### config.mk
export PLATFORM = sky130hd
export DESIGN_NAME = mem_access_unit
export DESIGN_NICKNAME = d
export VERILOG_FILES = /design/src/rtl/cpu_pkg.sv /design/src/rtl/mem_access_unit.sv
export SDC_FILE = /design/constraint.sdc
export NUM_CORES = 1
export LEC_CHECK = 0
export ABC_AREA = 0
export BUFFER_PORTS_ARGS = -buffer_cell sky130_fd_sc_hd__buf_2
export CAP_MARGIN = 10
export CORE_AREA = 2 2 191 193
export CTS_CLUSTER_DIAMETER = 40
export DETAILED_ROUTE_END_ITERATION = 8
export DIE_AREA = 0 0 193 195
export HOLD_SLACK_MARGIN = 0.05
export PLACE_DENSITY_LB_ADDON = 0.12
export REMOVE_ABC_BUFFERS = 1
export SYNTH_ARGS = -nofsm -noshare
export SYNTH_HDL_FRONTEND = slang
export SYNTH_SLANG_ARGS = --single-unit
### constraint.sdc
create_clock -name clk_i -period 1.6 [get_ports clk_i]
set_clock_uncertainty 0.15 [all_clocks]
set_input_delay 0.16 -clock clk_i [delete_from_list [all_inputs] [get_ports clk_i]]
set_output_delay 0.16 -clock clk_i [all_outputs]
set_load 0.01 [all_outputs]
### src/rtl/cpu_pkg.sv
// Shared CPU definitions: memory-stage FSM encoding and default ack timeout.
package cpu_pkg;

  typedef enum logic {
    ST_IDLE = 1'b0,
    ST_WAIT = 1'b1
  } mau_state_e;

  localparam int unsigned ACK_TIMEOUT_DEFAULT = 255;

endpackage

### src/rtl/mem_access_unit.sv
// MEM pipeline stage: issues one memory request at a time, stalls until ack/timeout, owns MEM/WB.
// Optional MEM_ALIGN_CHK_EN: rejects word accesses with ALUResult_i[1:0] != 0 and pulses align_err_o.
module mem_access_unit
  import cpu_pkg::*;
#(
  parameter int unsigned ACK_TIMEOUT = ACK_TIMEOUT_DEFAULT
) (
  input  logic        clk_i,
  input  logic        start_i,
  input  logic [31:0] pc_i,
  input  logic [31:0] ALUResult_i,
  input  logic [31:0] VALUResult_i,
  input  logic [31:0] RDData_i,
  input  logic [31:0] instr_i,
  input  logic [4:0]  RDaddr_i,
  input  logic        RegWrite_i,
  input  logic        MemToReg_i,
  input  logic        MemRead_i,
  input  logic        MemWrite_i,
  output logic        mem_req_o,
  output logic        mem_we_o,
  output logic [31:0] mem_addr_o,
  output logic [31:0] mem_wdata_o,
  input  logic        mem_ack_i,
  input  logic [31:0] mem_rdata_i,
  output logic        stall_o,
  output logic [31:0] pc_o,
  output logic [31:0] ALUResult_o,
  output logic [31:0] VALUResult_o,
  output logic [31:0] MemData_o,
  output logic [31:0] instr_o,
  output logic [4:0]  RDaddr_o,
  output logic        RegWrite_o,
  output logic        MemToReg_o,
  output logic        timeout_err_o,
  output logic        align_err_o,
  output mau_state_e  state_o
);

  // Memory handshake: mem_req_o/we/addr/wdata are held stable from issue until the
  // edge on which mem_ack_i is sampled high (transfer completes) or the wait times out.
  localparam logic [7:0] TIMEOUT_LAST = 8'(ACK_TIMEOUT - 1);

  mau_state_e  state_q, state_d;
  logic        access, misaligned, issue, ack_hit, timeout_hit, stall_d;
  logic [7:0]  wait_cnt_q;
  logic [31:0] lat_pc, lat_valu, lat_instr;
  logic [4:0]  lat_rdaddr;
  logic        lat_regwrite, lat_memtoreg, lat_read;

  assign access = MemRead_i | MemWrite_i;

`ifdef MEM_ALIGN_CHK_EN
  assign misaligned = access && (ALUResult_i[1:0] != 2'b00);
`else
  assign misaligned = 1'b0;
`endif

  always_ff @(posedge clk_i or negedge start_i) begin
    if (!start_i) state_q <= ST_IDLE;
    else          state_q <= state_d;
  end

  always_comb begin
    state_d     = state_q;
    issue       = 1'b0;
    ack_hit     = 1'b0;
    timeout_hit = 1'b0;
    stall_d     = 1'b0;
    case (state_q)
      ST_IDLE: begin
        if (access && !misaligned) begin
          issue   = 1'b1;
          stall_d = 1'b1;
          state_d = ST_WAIT;
        end
      end
      ST_WAIT: begin
        if (mem_ack_i) begin
          ack_hit = 1'b1;
          state_d = ST_IDLE;
        end else if (wait_cnt_q == TIMEOUT_LAST) begin
          // Release the pipeline so the abandoned instruction is not reissued.
          timeout_hit = 1'b1;
          state_d     = ST_IDLE;
        end else begin
          stall_d = 1'b1;
        end
      end
      default: state_d = ST_IDLE;
    endcase
  end

  assign stall_o = stall_d & start_i;
  assign state_o = state_q;

  always_ff @(posedge clk_i or negedge start_i) begin
    if (!start_i) begin
      mem_req_o     <= 1'b0;
      mem_we_o      <= 1'b0;
      mem_addr_o    <= '0;
      mem_wdata_o   <= '0;
      wait_cnt_q    <= '0;
      timeout_err_o <= 1'b0;
      lat_pc        <= '0;
      lat_valu      <= '0;
      lat_instr     <= '0;
      lat_rdaddr    <= '0;
      lat_regwrite  <= 1'b0;
      lat_memtoreg  <= 1'b0;
      lat_read      <= 1'b0;
      pc_o          <= '0;
      ALUResult_o   <= '0;
      VALUResult_o  <= '0;
      MemData_o     <= '0;
      instr_o       <= '0;
      RDaddr_o      <= '0;
      RegWrite_o    <= 1'b0;
      MemToReg_o    <= 1'b0;
    end else begin
      timeout_err_o <= 1'b0;
      if (issue) begin
        mem_req_o    <= 1'b1;
        mem_we_o     <= MemWrite_i;
        mem_addr_o   <= ALUResult_i;
        mem_wdata_o  <= RDData_i;
        wait_cnt_q   <= '0;
        lat_pc       <= pc_i;
        lat_valu     <= VALUResult_i;
        lat_instr    <= instr_i;
        lat_rdaddr   <= RDaddr_i;
        lat_regwrite <= RegWrite_i;
        lat_memtoreg <= MemToReg_i;
        lat_read     <= !MemWrite_i;
        RegWrite_o   <= 1'b0;
        MemToReg_o   <= 1'b0;
      end else if (state_q == ST_IDLE) begin
        if (misaligned) begin
          RegWrite_o <= 1'b0;
          MemToReg_o <= 1'b0;
        end else begin
          pc_o         <= pc_i;
          ALUResult_o  <= ALUResult_i;
          VALUResult_o <= VALUResult_i;
          MemData_o    <= '0;
          instr_o      <= instr_i;
          RDaddr_o     <= RDaddr_i;
          RegWrite_o   <= RegWrite_i;
          MemToReg_o   <= MemToReg_i;
        end
      end else if (ack_hit) begin
        mem_req_o    <= 1'b0;
        mem_we_o     <= 1'b0;
        pc_o         <= lat_pc;
        ALUResult_o  <= mem_addr_o;
        VALUResult_o <= lat_valu;
        MemData_o    <= lat_read ? mem_rdata_i : 32'h0;
        instr_o      <= lat_instr;
        RDaddr_o     <= lat_rdaddr;
        RegWrite_o   <= lat_regwrite;
        MemToReg_o   <= lat_memtoreg;
      end else begin
        wait_cnt_q <= wait_cnt_q + 8'd1;
        RegWrite_o <= 1'b0;
        MemToReg_o <= 1'b0;
        if (timeout_hit) begin
          mem_req_o     <= 1'b0;
          mem_we_o      <= 1'b0;
          timeout_err_o <= 1'b1;
        end
      end
    end
  end

`ifdef MEM_ALIGN_CHK_EN
  always_ff @(posedge clk_i or negedge start_i) begin
    if (!start_i) align_err_o <= 1'b0;
    else          align_err_o <= (state_q == ST_IDLE) && misaligned;
  end
`else
  assign align_err_o = 1'b0;
`endif

endmodule

# Word level (Yosys, flattened, before mapping)
# Index checks and enable logic that the tools add are counted.
# totals
register_bits	347
wordCells	77
# op_classes
n_addsub	1
n_eq_ne	3
mux	41
bitwise	4
n_reduce_logical	6
# op_table
operator	n
2-to-1 mux 32 bit	11
2-to-1 mux 1 bit	24
2-to-1 mux 8 bit	3
2-to-1 mux 5 bit	2
adder 8 x 1 -> 8 bit, second input constant	1
equality test 8 bit, second input constant	1
AND reduction 2 bit	3
nonzero test 3 bit	1
!= test 2 x 1 -> 1 bit, second input constant	1
!= test 2 bit, second input constant	1
inverter 1 bit	2
case mux 1 bit (2 select lines)	1
nonzero test 2 bit	1
AND 1 bit	1
logical NOT 1 bit	1
bitwise OR 1 bit	1

# Logic depth before layout (Yosys ltp)
# Gate-level depths: netlist of run 1.
# depth
depth_word	8
depth_mapped	8
depth_no_buf	5

# Worst setup path before layout of run 1
# Ideal clock, no wire load.
# synth_timing
kind	register -> register
start	reg state_q (netlist: state_o)
end	reg ALUResult_o[18]
setup_time_ps	134
t_arrival_ps	1456
required_ps	1316
setup_slack_ps	-140
path_stages_with_launch	6
n_path_buf	3
cell_sequence	dfrtp_1 buf_2 buf_2 buf_2 mux2i_1 a21oi_4
# synth_between
elab_chain_len	3
elab_cells_between_ends	6
classes_between	eq/ne: 1; mux: 3; bitwise: 1; reduce/logical: 1
# synth_rtl
item	line	source
from (decl)	mem_access_unit.sv:44	mau_state_e state_q, state_d;
from (signal assigned)	mem_access_unit.sv:61	else state_q <= state_d;
2-to-1 mux 1 bit	mem_access_unit.sv:70	case (state_q)
!= test 2 x 1 -> 1 bit (no line) or inverter 1 bit (tied branches)	n/a	
AND reduction 2 bit (no line)	n/a	
to (signal assigned)	mem_access_unit.sv:143	ALUResult_o <= ALUResult_i;
to (signal assigned)	mem_access_unit.sv:155	ALUResult_o <= mem_addr_o;
to (decl)	mem_access_unit.sv:28	output logic [31:0] ALUResult_o,
# Several ways; a longest one is shown, not always the timed one.
# A chain may end at the register's enable or synchronous reset.

# Worst setup path after layout of run 1
# layout_timing
start	reg state_q (netlist: state_o)
end	out stall_o
# layout_between
elab_chain_len	3
# layout_rtl
item	line	source
inverter 1 bit	n/a	
case mux 1 bit (2 select lines) (*)	mem_access_unit.sv:70	
AND 1 bit (*)	mem_access_unit.sv:94	assign stall_o = stall_d & start_i;
to (decl)	mem_access_unit.sv:26	output logic stall_o,
# Every way passes the cells marked *; elsewhere a longest branch is shown, timed or not.

==> results of run 1 <==
## registers in the layout, indices dropped and copies added (netlist names), 5 cells and up
name          flops
instr_o          32
mem_wdata_o      32
mem_addr_o       32
MemData_o        32
lat_pc           32
ALUResult_o      32
wait_cnt_q        8
RDaddr_o          5
lat_rdaddr        5
VALUResult_o     32
lat_valu         32
pc_o             32
lat_instr        32
## critical path, cell delays in order, from the launching register on
cell,delay (ns)
sky130_fd_sc_hd__dfrtp_4,0.51
sky130_fd_sc_hd__o21bai_4,0.20
sky130_fd_sc_hd__buf_12,0.13
sky130_fd_sc_hd__a21boi_2,0.12
sky130_fd_sc_hd__buf_6,0.13
## kinds of logic (layout without fill, tap and decap cells)
logic type	after synthesis	after routing	share of synthesized area (%)
adders and majority gates	2	2	0.159
muxes	303	303	20.6
xor gates and xnor gates	1	1	0.0556
AOI/OAI and AO/OA	184	184	12.7
other	1	1	0.0238
buffers and inverters	132	939	4.91
and+or+nand+nor	193	193	6.45
DFF	347	347	55.1
## synthesized netlist by cell type
library cell,number
sky130_fd_sc_hd__nand2b_1,4
sky130_fd_sc_hd__ha_1,2
sky130_fd_sc_hd__a21oi_2,3
sky130_fd_sc_hd__mux2_2,167
sky130_fd_sc_hd__a32o_1,2
sky130_fd_sc_hd__nand3b_1,1
sky130_fd_sc_hd__o2bb2ai_1,1
sky130_fd_sc_hd__inv_1,35
sky130_fd_sc_hd__o22ai_1,1
sky130_fd_sc_hd__nor3_2,1
sky130_fd_sc_hd__or3_1,1
sky130_fd_sc_hd__xor2_1,1
sky130_fd_sc_hd__o41ai_1,1
sky130_fd_sc_hd__clkbuf_1,39
sky130_fd_sc_hd__or2_1,1
sky130_fd_sc_hd__nor3_1,134
sky130_fd_sc_hd__a21oi_1,45
sky130_fd_sc_hd__and2_4,1
sky130_fd_sc_hd__o21bai_1,3
sky130_fd_sc_hd__a21oi_4,90
sky130_fd_sc_hd__a21boi_0,1
sky130_fd_sc_hd__o21ai_0,29
sky130_fd_sc_hd__buf_6,9
sky130_fd_sc_hd__o311ai_0,1
sky130_fd_sc_hd__buf_4,1
sky130_fd_sc_hd__nand2_1,7
sky130_fd_sc_hd__o21ba_2,1
sky130_fd_sc_hd__buf_12,10
sky130_fd_sc_hd__dfrtp_1,347
sky130_fd_sc_hd__conb_1,1
sky130_fd_sc_hd__buf_2,36
sky130_fd_sc_hd__mux2i_1,136
sky130_fd_sc_hd__buf_1,2
sky130_fd_sc_hd__nor4_1,3
sky130_fd_sc_hd__o21ai_2,6
sky130_fd_sc_hd__nor2_1,3
sky130_fd_sc_hd__nand3_1,4
sky130_fd_sc_hd__nand4_1,33
## timing repair
item | CTS | global route
setup buffers | 34 | 27
endpoints found under the setup margin | 316 | 342
hold buffers | 203 | 0
resized for setup | 232 | 110
hold endpoints to repair | 693 | 0
pin swaps | 4 | 9
gates cloned | 30 | 11
## cell type report
cell class | instances | area, sq um
clock buffer | 65 | 1410
clock inverter | 29 | 258
fill | 2352 | 10100
inverter | 35 | 135
multi-input combinational | 684 | 7180
sequential | 347 | 8690
tap | 461 | 577
timing repair buffer | 810 | 7030
## worst paths after layout
| path | endpoint | cells past startpoint | start |
|---|---|---|---|
| setup / recovery | stall_o | 4 | state_o |
| hold / removal | lat_valu[3] | 3 | start_i |
| setup reg to reg | lat_pc[30] | 7 | state_o |
| hold reg to reg | mem_wdata_o[17] | 1 | mem_wdata_o[17] |
| max in group asynchronous | lat_valu[21] | 4 | start_i |
| min in group clk_i | mem_wdata_o[18] | 3 | RDData_i[18] |
## where the power goes
part	internal (W)	switching, W	total, W
logic	0.00913	0.00886	0.0180
registers	0.0122	0.00218	0.0144
clock network	0.00659	0.00423	0.0108
## layer usage
| layer | routed length (microns) | track usage [%] |
|---|---|---|
| met1 | 21100 | 33.0 |
| met2 | 26100 | 46.1 |
| met3 | 3840 | 6.94 |
| met4 | 1370 | 8.56 |
| met5 | 0 | 0 |
## through the flow
step	worst slack (ns)	hold WS, ns
floorplan	-13.46	-0.286
CTS	-0.454	0.0903
global route	-0.436	0.106
detailed placement	-0.157	0.0785
global placement	-0.116	0.0828
finish	-0.378	0.0969
==> impl_metrics.json, run 1 <==
{
  "final_cell_mix": "sky130_fd_sc_hd__buf_2, sky130_fd_sc_hd__dfrtp_1, sky130_fd_sc_hd__dlygate4sd3_1",
  "finalSetupViolCount": 340,
  "coreArea_sq_um": 35400,
  "worst_setup_path_start_kind": "flop",
  "first_global_vias": 13838,
  "worstPathRequired_ns": 1.29,
  "dr.pass1.iters": 5,
  "timing.critical_path.arrival_ns": 1.67,
  "port_buffer_count": 439,
  "grt_pass1_wl_microns": 78400,
  "flow.area_growth_from_synthesis_pct": 60.4,
  "number_of_max_cap_violations": 0,
  "site_rows": 69,
  "detail-route-antenna-nets": 0,
  "worstSkewPairLatency_ns": 0.57,
  "h-tree-depth": 2,
  "cts_tree": "done",
  "track_usage_pct": 26.9,
  "post_layout_inst_area_sq_um": 25300,
  "synthDominantAreaCellType": "sky130_fd_sc_hd__dfrtp_1",
  "total_leakage_power_nw": 11.2,
  "num-nets-final": 2135,
  "avgViaCountPerCell": 5.26,
  "final_layout_size_suffix_gt1_share_pct": 56.9,
  "vdd_ir_drop_max_mv": 1.08,
  "post_route_clock_period_utilization_pct": 124,
  "ff2ff_setup_slack_ns": -0.37,
  "stdcell_count": 2431,
  "remaining_drc_errors": 0,
  "fmax_mhz": 506,
  "dp_hpwl_microns": 29000,
  "cts_root_buffer": "sky130_fd_sc_hd__clkbuf_16",
  "detail_route.wirelength_microns": 52400,
  "max_slew_margin_pct": 60.5,
  "minimum_period_implied_by_the_final_worst_setup_slack_ns": 1.98,
  "commonest_non_fill_non_tap_cell_in_the_layout": "sky130_fd_sc_hd__buf_2",
  "netlist_instances": 1163,
  "dpl_cell_area_sq_um": 19100,
  "timing_worst_setup_path_type": "reg -> out",
  "worst_setup_hold_path_clk_slew_ns": 0.06,
  "post_drt_wl_per_cell_microns": 21.6,
  "timing_hold_violations_final": 0,
  "synth.top_cell.area_share_pct": 55.1,
  "initial_utilization_pct": 44.5,
  "floorplan.die.width_microns": 193,
  "count_of_boundary_i_o_pins": 441,
  "initial_antenna_violation_count": 0,
  "ys_seq_elements": 347,
  "gr-total-overflow": 0,
  "clkSinkCount": 347,
  "grt_max_degree": 104,
  "yosys-top-cells-area": "sky130_fd_sc_hd__dfrtp_1, sky130_fd_sc_hd__mux2_2, sky130_fd_sc_hd__a21oi_4, sky130_fd_sc_hd__mux2i_1, sky130_fd_sc_hd__nor3_1",
  "die_h_microns": 195,
  "cts_buffers": 51,
  "drtIter0Drc": 608,
  "p_per_area_nw_per_um2": 1710,
  "final_util_pct": 71.4,
  "post-place-cells": 2061,
  "rsz0062_at_grt": "yes",
  "critical_path.max_fanout": 4,
  "routabilityCongestion": 0.767,
  "fin_tns_setup_ns": -79.64,
  "synth.avg_cell_area_sq_um": 13.6,
  "insertedDiodeCount": 0,
  "ys_types": 38,
  "design_power_total_w": 0.0432,
  "slew_viol_final": 0,
  "synth.yosys.seq_area_share_pct": 55.1,
  "worstHoldPathType": "in -> async",
  "finalWorstSetupSlack_ns": -0.378,
  "status": "finished, violations left",
  "cts-root-to-sink-buffers": 3,
  "total_via_count_after_detailed_routing": 12794,
  "area_enclosed_by_the_die_boundary_sq_um": 37600,
  "crit_path_end_kind": "output port",
  "violated_checks": "setup timing",
  "yosysWarningCount": 0,
  "timing_worst_slew_pin_value_ns": 0.592,
  "synth.cell_area_sq_um": 15800
}
No activity file was read; power rests on OpenSTA's default activity.
==> inputs of run 2 (changes only) <==
- ABC_AREA: 0 -> 1
- CORE_AREA: 2 2 191 193 -> 2 2 181 183
- DIE_AREA: 0 0 193 195 -> 0 0 183 185
- SKIP_LAST_GASP: default -> 1
- SLEW_MARGIN: default -> 5
==> run 2 against run 1 <==
Against the previous run:
- critical path type unchanged
- register-to-register slack improved by 0.13 ns
- the run still ends with setup timing left
- utilization rose by 2.1 points
- clock power hardly changed
- critical path depth up 2
- final area down 6.8%
- power shrank 4.7%
- count of clock-buffer cells in the layout fell by 10
==> impl_metrics.json, run 2 <==
{
  "dpl_cell_area_sq_um": 17100,
  "synthDominantAreaCellType": "sky130_fd_sc_hd__dfrtp_1",
  "design_power_total_w": 0.0412,
  "yosysWarningCount": 0,
  "post_layout_inst_area_sq_um": 23600,
  "total_via_count_after_detailed_routing": 12949,
  "coreArea_sq_um": 32000,
  "timing_worst_setup_path_type": "reg -> out",
  "yosys-top-cells-area": "sky130_fd_sc_hd__dfrtp_1, sky130_fd_sc_hd__mux2_2, sky130_fd_sc_hd__nand2_1, sky130_fd_sc_hd__a31oi_1, sky130_fd_sc_hd__nor2_1",
  "routabilityCongestion": 0.803,
  "port_buffer_count": 439,
  "timing.reg2reg.worst_path_depth": 7,
  "area_enclosed_by_the_die_boundary_sq_um": 33900,
  "final_layout_size_suffix_gt1_share_pct": 46.3,
  "max_slew_margin_pct": 34.6,
  "cts_buffers": 48,
  "number_of_max_cap_violations": 0,
  "synth_async_sr_flop_share_pct": 100,
  "power.switching_fraction_pct": 35.7,
  "fmax_mhz": 517,
  "number_of_flops_mapped_to_enable_cells_by_yosys": 0,
  "drtIter0Drc": 725,
  "synth.yosys.seq_area_share_pct": 61.2,
  "holdPathEnd": "MemToReg_o",
  "remaining_drc_errors": 0,
  "finalSetupViolCount": 334,
  "count_of_boundary_i_o_pins": 441,
  "timing_hold_violations_final": 0,
  "ys_dominant_reg_cell": "sky130_fd_sc_hd__dfrtp_1",
  "worst_setup_path_start_kind": "flop",
  "synth.cell_area_sq_um": 14200,
  "hold_sp": "mem_ack_i",
  "critical_path.max_fanout": 7,
  "p_per_area_nw_per_um2": 1750,
  "die_h_microns": 185,
  "finalWorstSetupSlack_ns": -0.332,
  "ys_types": 22,
  "final_cell_mix": "sky130_fd_sc_hd__buf_2, sky130_fd_sc_hd__nand2_1, sky130_fd_sc_hd__dfrtp_1",
  "status": "finished, violations left",
  "track_usage_pct": 25.2,
  "worstPathRequired_ns": 1.29,
  "yosys.cell_count.top_type": "sky130_fd_sc_hd__nand2_1",
  "internal-power_w": 0.0265,
  "site_rows": 66,
  "ys_seq_elements": 347,
  "worst_setup_hold_path_clk_slew_ns": 0.06,
  "crit_path_end_kind": "output port",
  "floorplan.die.width_microns": 183,
  "fillers": 2159,
  "netlist_instances": 1315,
  "total_leakage_power_nw": 10.9,
  "synth.top_cell.area_share_pct": 61.2,
  "vdd_ir_drop_max_mv": 1.28,
  "clkSinkCount": 347,
  "cts-root-to-sink-buffers": 3,
  "initial_antenna_violation_count": 1,
  "worst_r2r_endpoint": "VALUResult_o[26]",
  "fin_tns_setup_ns": -37.73,
  "ff2ff_setup_slack_ns": -0.24,
  "worstHoldPathType": "in -> reg",
  "detail_route.wirelength_microns": 50900,
  "post_route_clock_period_utilization_pct": 121,
  "timing.critical_path.arrival_ns": 1.62,
  "grt_max_degree": 97,
  "detail-route-antenna-nets": 0,
  "whs_path_depth": 4,
  "grt_pass1_wl_microns": 67300,
  "cts_root_buffer": "sky130_fd_sc_hd__clkbuf_16",
  "synth.avg_cell_area_sq_um": 10.8,
  "initial_utilization_pct": 44.3,
  "power.sequential.fraction_pct": 35.3,
  "rsz0062_at_grt": "yes",
  "first_global_vias": 12251,
  "commonest_non_fill_non_tap_cell_in_the_layout": "sky130_fd_sc_hd__buf_2",
  "post_drt_wl_per_cell_microns": 20.4,
  "timing_worst_slew_pin_value_ns": 0.978,
  "dr.pass1.iters": 5,
  "final_util_pct": 73.5,
  "gr-total-overflow": 0,
  "minimum_period_implied_by_the_final_worst_setup_slack_ns": 1.93,
  "cts_tree": "done",
  "violated_checks": "setup timing",
  "dp_hpwl_microns": 25700,
  "h-tree-depth": 2,
  "flow.area_growth_from_synthesis_pct": 66.2,
  "avgViaCountPerCell": 5.18,
  "worstSkewPairLatency_ns": 0.55,
  "slew_viol_final": 0,
  "power.share.clock_pct": 25.7,
  "num-nets-final": 2258,
  "crit_reg_reg_startpoint": "state_o",
  "sw_power_w": 0.0147,
  "comb_power_share_pct": 39.1,
  "netlist_top_cells_count": "sky130_fd_sc_hd__nand2_1, sky130_fd_sc_hd__dfrtp_1, sky130_fd_sc_hd__mux2_2"
}
run 2: cell types whose count changed after synthesis, sizes merged, moves of 4 or more:
cell,delta
mux2i,-136
a31oi,+133
clkbuf,-7
a21oi,-136
nor3,-135
nand2,+358
o21ai,-27
nor2,+143
nand4,-29
nand2b,-4
inv,-22
nand3,+33
run 2: what timing repair did:
action	4_1_cts	5_1_grt
endpoints found under the hold margin	689	2
hold buffers	204	1
endpoints found under the setup margin	118	601
gates cloned	13	43
resized for setup	29	209
setup buffers	14	11
pin swaps	2	24
run 2: worst max path at each step:
stage,startpoint,endpoint,slack [ns],cells after the start
global route,wait_cnt_q[0],stall_o,-0.41,8
global placement,state_o,stall_o,-0.04,6
floorplan,state_o,stall_o,-6.45,3
detailed placement,state_o,stall_o,-0.06,6
finish,state_o,stall_o,-0.33,6
CTS,wait_cnt_q[1],stall_o,-0.40,7
run 2: per-stage QoR:
| step | hold slack, ns | worst slack (ns) | cells |
|---|---|---|---|
| floorplan | -0.286 | -6.45 | 1226 |
| global placement | -0.149 | -0.0436 | 2124 |
| detailed placement | -0.151 | -0.0600 | 2124 |
| CTS | -0.218 | -0.399 | 2444 |
| global route | 0.0681 | -0.409 | 2500 |
| finish | 0.0745 | -0.332 | 2501 |
run 2: metal layers:
metal	wire length [microns]	GRT usage, %
met1	20600	32.2
met2	25600	42.9
met3	3420	5.88
met4	1340	7.58
met5	0	0
run 2: cell families after synthesis:
logic type	share of synthesized area, %
other cells	0.0264
simple gates	15.1
compound gates	6.39
fa+ha+maj	0.176
buf+inv	3.96
flops	61.2
mux	13.1
run 2: layout make-up:
class	count	area, sq um	area share [%]
Clock inverter	34	343	1.45
Multi-Input combinational cell	871	6010	25.5
Tap cell	408	510	2.17
Clock buffer	55	1260	5.34
Sequential cell	347	8690	36.9
Inverter	13	63.8	0.271
Antenna cell	2	5.00	0.0212
Timing Repair Buffer	771	6690	28.4
run 2: worst max-delay path, stage by stage, from the launching register on:
cell                       delay (ns)
sky130_fd_sc_hd__dfrtp_4         0.44
sky130_fd_sc_hd__inv_6           0.05
sky130_fd_sc_hd__buf_6           0.14
sky130_fd_sc_hd__nor2_4          0.11
sky130_fd_sc_hd__nand2_4         0.07
sky130_fd_sc_hd__a21boi_4        0.14
sky130_fd_sc_hd__buf_6           0.12
run 2: power by group through the flow:
| stage | Combinational, W | Sequential, W | Clock [W] |
|---|---|---|---|
| floorplan | 0.00508 | 0.0153 | 0 |
| global placement | 0.0113 | 0.0140 | 0 |
| detailed placement | 0.0115 | 0.0142 | 0 |
| CTS | 0.0130 | 0.0141 | 0.0107 |
| global route | 0.0171 | 0.0149 | 0.0111 |
| finish | 0.0161 | 0.0145 | 0.0106 |
==> inputs of run 3 (changes only) <==
- PLACE_DENSITY: default -> 0.78
- PLACE_DENSITY_LB_ADDON: 0.12 -> default
==> run 3 against run 2 <==
Against the previous run:
- the run ends with DRC, hold timing, setup timing left
- global-route usage is 8.8 points higher
- sequential power is 8% higher
- first-iteration DRC count grew to 2.5 times the previous value
- maximum frequency is 12% lower
- via count is 23% higher
- routed wire length is 52% higher
- setup slack worse by 0.26 ns
- combinational power is 26% higher
- critical path depth is 3 higher
- clock power is 11% higher
- final cell count is 2.6% higher
- critical endpoint is now MemData_o[4]
==> impl_metrics.json, run 3 (synthesis gave the netlist of run 2 again) <==
{
  "finalSetupViolCount": 341,
  "post-place-cells": 2138,
  "timing.critical_path.arrival_ns": 2.46,
  "worstPathRequired_ns": 1.86,
  "violated_checks": "DRC, hold timing, setup timing",
  "number_of_max_cap_violations": 0,
  "clkSinkCount": 347,
  "post_drt_wl_per_cell_microns": 30.2,
  "initial_antenna_violation_count": 5,
  "grt_pass1_wl_microns": 87600,
  "dp_hpwl_microns": 26700,
  "avgViaCountPerCell": 6.20,
  "timing_worst_setup_path_type": "reg -> reg",
  "dr.pass1.iters": 9,
  "vdd_ir_drop_max_mv": 1.18,
  "worstHoldPathType": "in -> async",
  "final_layout_size_suffix_gt1_share_pct": 53.9,
  "hold_ws_ns": -0.194,
  "crit_path_end_kind": "flop",
  "commonest_non_fill_non_tap_cell_in_the_layout": "sky130_fd_sc_hd__buf_2",
  "grt_max_degree": 126,
  "minimum_period_implied_by_the_final_worst_setup_slack_ns": 2.19,
  "finalWorstSetupSlack_ns": -0.594,
  "design_power_total_w": 0.0477,
  "status": "finished, violations left",
  "port_buffer_count": 439,
  "floorplan.die.width_microns": 183,
  "p_per_area_nw_per_um2": 1860,
  "detail-route-antenna-nets": 0,
  "flow.area_growth_from_synthesis_pct": 80.8,
  "initial_utilization_pct": 44.3,
  "globalRoute.busiestLayer": "met2",
  "gr-total-overflow": 0,
  "groute.layer.met2.usage_pct": 58.5,
  "num-nets-final": 2317,
  "drtIter0Drc": 1843,
  "timing_worst_slew_pin_value_ns": 1.16,
  "cts_buffers": 51,
  "total_leakage_power_nw": 11.6,
  "cts_root_buffer": "sky130_fd_sc_hd__clkbuf_16",
  "routabilityCongestion": 0.823,
  "global_route.usage.met3_pct": 8.04,
  "stdcell_count": 2565,
  "slew_viol_final": 0,
  "area_enclosed_by_the_die_boundary_sq_um": 33900,
  "timing_hold_violations_final": 11,
  "fmax_mhz": 456,
  "cts_tree": "done",
  "site_rows": 66,
  "critical_path.max_fanout": 8,
  "detail_route.wirelength_microns": 77400,
  "cts_hold_buffers": 202,
  "worst_setup_hold_path_clk_slew_ns": 0.07,
  "post_route_clock_period_utilization_pct": 137,
  "h-tree-depth": 2,
  "count_of_boundary_i_o_pins": 441,
  "worstSkewPairLatency_ns": 0.57,
  "grt.met1_usage_pct": 37.6,
  "track_usage_pct": 34.0,
  "remaining_drc_errors": 2,
  "coreArea_sq_um": 32000,
  "rsz0062_at_grt": "yes",
  "fin_tns_setup_ns": -97.50,
  "max_slew_margin_pct": 22.7,
  "first_global_vias": 15422,
  "final_cell_mix": "sky130_fd_sc_hd__buf_2, sky130_fd_sc_hd__dfrtp_1, sky130_fd_sc_hd__nand2_1",
  "die_h_microns": 185,
  "total_via_count_after_detailed_routing": 15902,
  "cts-root-to-sink-buffers": 3,
  "worst_setup_path_start_kind": "flop"
}
run 3: changes by cell type in the layout (fill, tap and decap cells not counted), moves of 23 or more:
| cell | previous run | this run |
|---|---|---|
| sky130_fd_sc_hd__nor2_1 | 65 | 42 |
| sky130_fd_sc_hd__a31oi_1 | 94 | 70 |
| sky130_fd_sc_hd__nor2_4 | 30 | 82 |
| sky130_fd_sc_hd__nor2_2 | 51 | 22 |
| sky130_fd_sc_hd__nand3_1 | 32 | 5 |
| sky130_fd_sc_hd__nand2_1 | 353 | 303 |
| sky130_fd_sc_hd__nand2_2 | 7 | 39 |
run 3: worst paths after layout:
kind / slack, ns / cells past startpoint / endpoint / from
worst max-delay path: -0.59 / 9 / MemData_o[4] / state_o
worst min-delay path: -0.19 / 2 / instr_o[12] / start_i
worst max register to register: -0.59 / 9 / MemData_o[4] / state_o
worst min register to register: 0.35 / 2 / lat_regwrite / lat_regwrite
max in group asynchronous: 0.21 / 3 / lat_valu[5] / start_i
min in group clk_i: 0.08 / 6 / state_o / mem_ack_i
run 3: final cells by class:
| cell class | instances | area [sq um] |
|---|---|---|
| flip-flops and latches | 347 | 8690 |
| repair buffers | 824 | 7440 |
| multi-input cells | 867 | 7010 |
| fillers | 1475 | 6400 |
| clock buffers | 63 | 1420 |
| well taps | 408 | 510 |
| clock inverters | 31 | 342 |
| repair inverters | 7 | 118 |
| inverters | 13 | 92.6 |
| diodes | 5 | 12.5 |
run 3: power by group:
part	internal, W	total [W]	switching (W)
sequential	0.0122	0.0156	0.00340
clock	0.00707	0.0118	0.00477
combinational	0.00938	0.0203	0.0109
total	0.0287	0.0477	0.0191
run 3: critical path, stage by stage (launching register included):
cell	delay, ns
sky130_fd_sc_hd__dfrtp_4	0.45
sky130_fd_sc_hd__buf_6	0.10
sky130_fd_sc_hd__buf_6	0.12
sky130_fd_sc_hd__buf_6	0.14
sky130_fd_sc_hd__nand2_8	0.08
sky130_fd_sc_hd__nand2_8	0.15
sky130_fd_sc_hd__buf_16	0.27
sky130_fd_sc_hd__clkinv_16	0.10
sky130_fd_sc_hd__nand2_1	0.26
sky130_fd_sc_hd__nand2_2	0.19
run 3: metrics by stage:
stage	util (%)	cell area, sq um	hold WS [ns]	setup slack, ns
floorplan	-	13700	-0.286	-6.45
global placement	53.9	17300	-0.145	-0.103
detailed placement	53.9	17300	-0.144	-0.112
CTS	71.1	22800	-0.112	-0.397
global route	80.0	25600	-0.154	-0.600
finish	80.0	25600	-0.194	-0.594
run 3: repair_timing:
action / in CTS / in global routing
gates resized for setup: 122 / 475
setup buffers: 45 / 35
pin swaps: 29 / 40
setup endpoints to repair: 226 / 585
cloned: 30 / 35
hold endpoints to repair: 689 / 13
run 3: routing by layer:
metal / vias to the layer above / share of wire, %
met1: 7600 / 32
met3: 613 / 12
met5: - / 0.048
li1: 6078 / -
met2: 1605 / 46
met4: 6 / 10
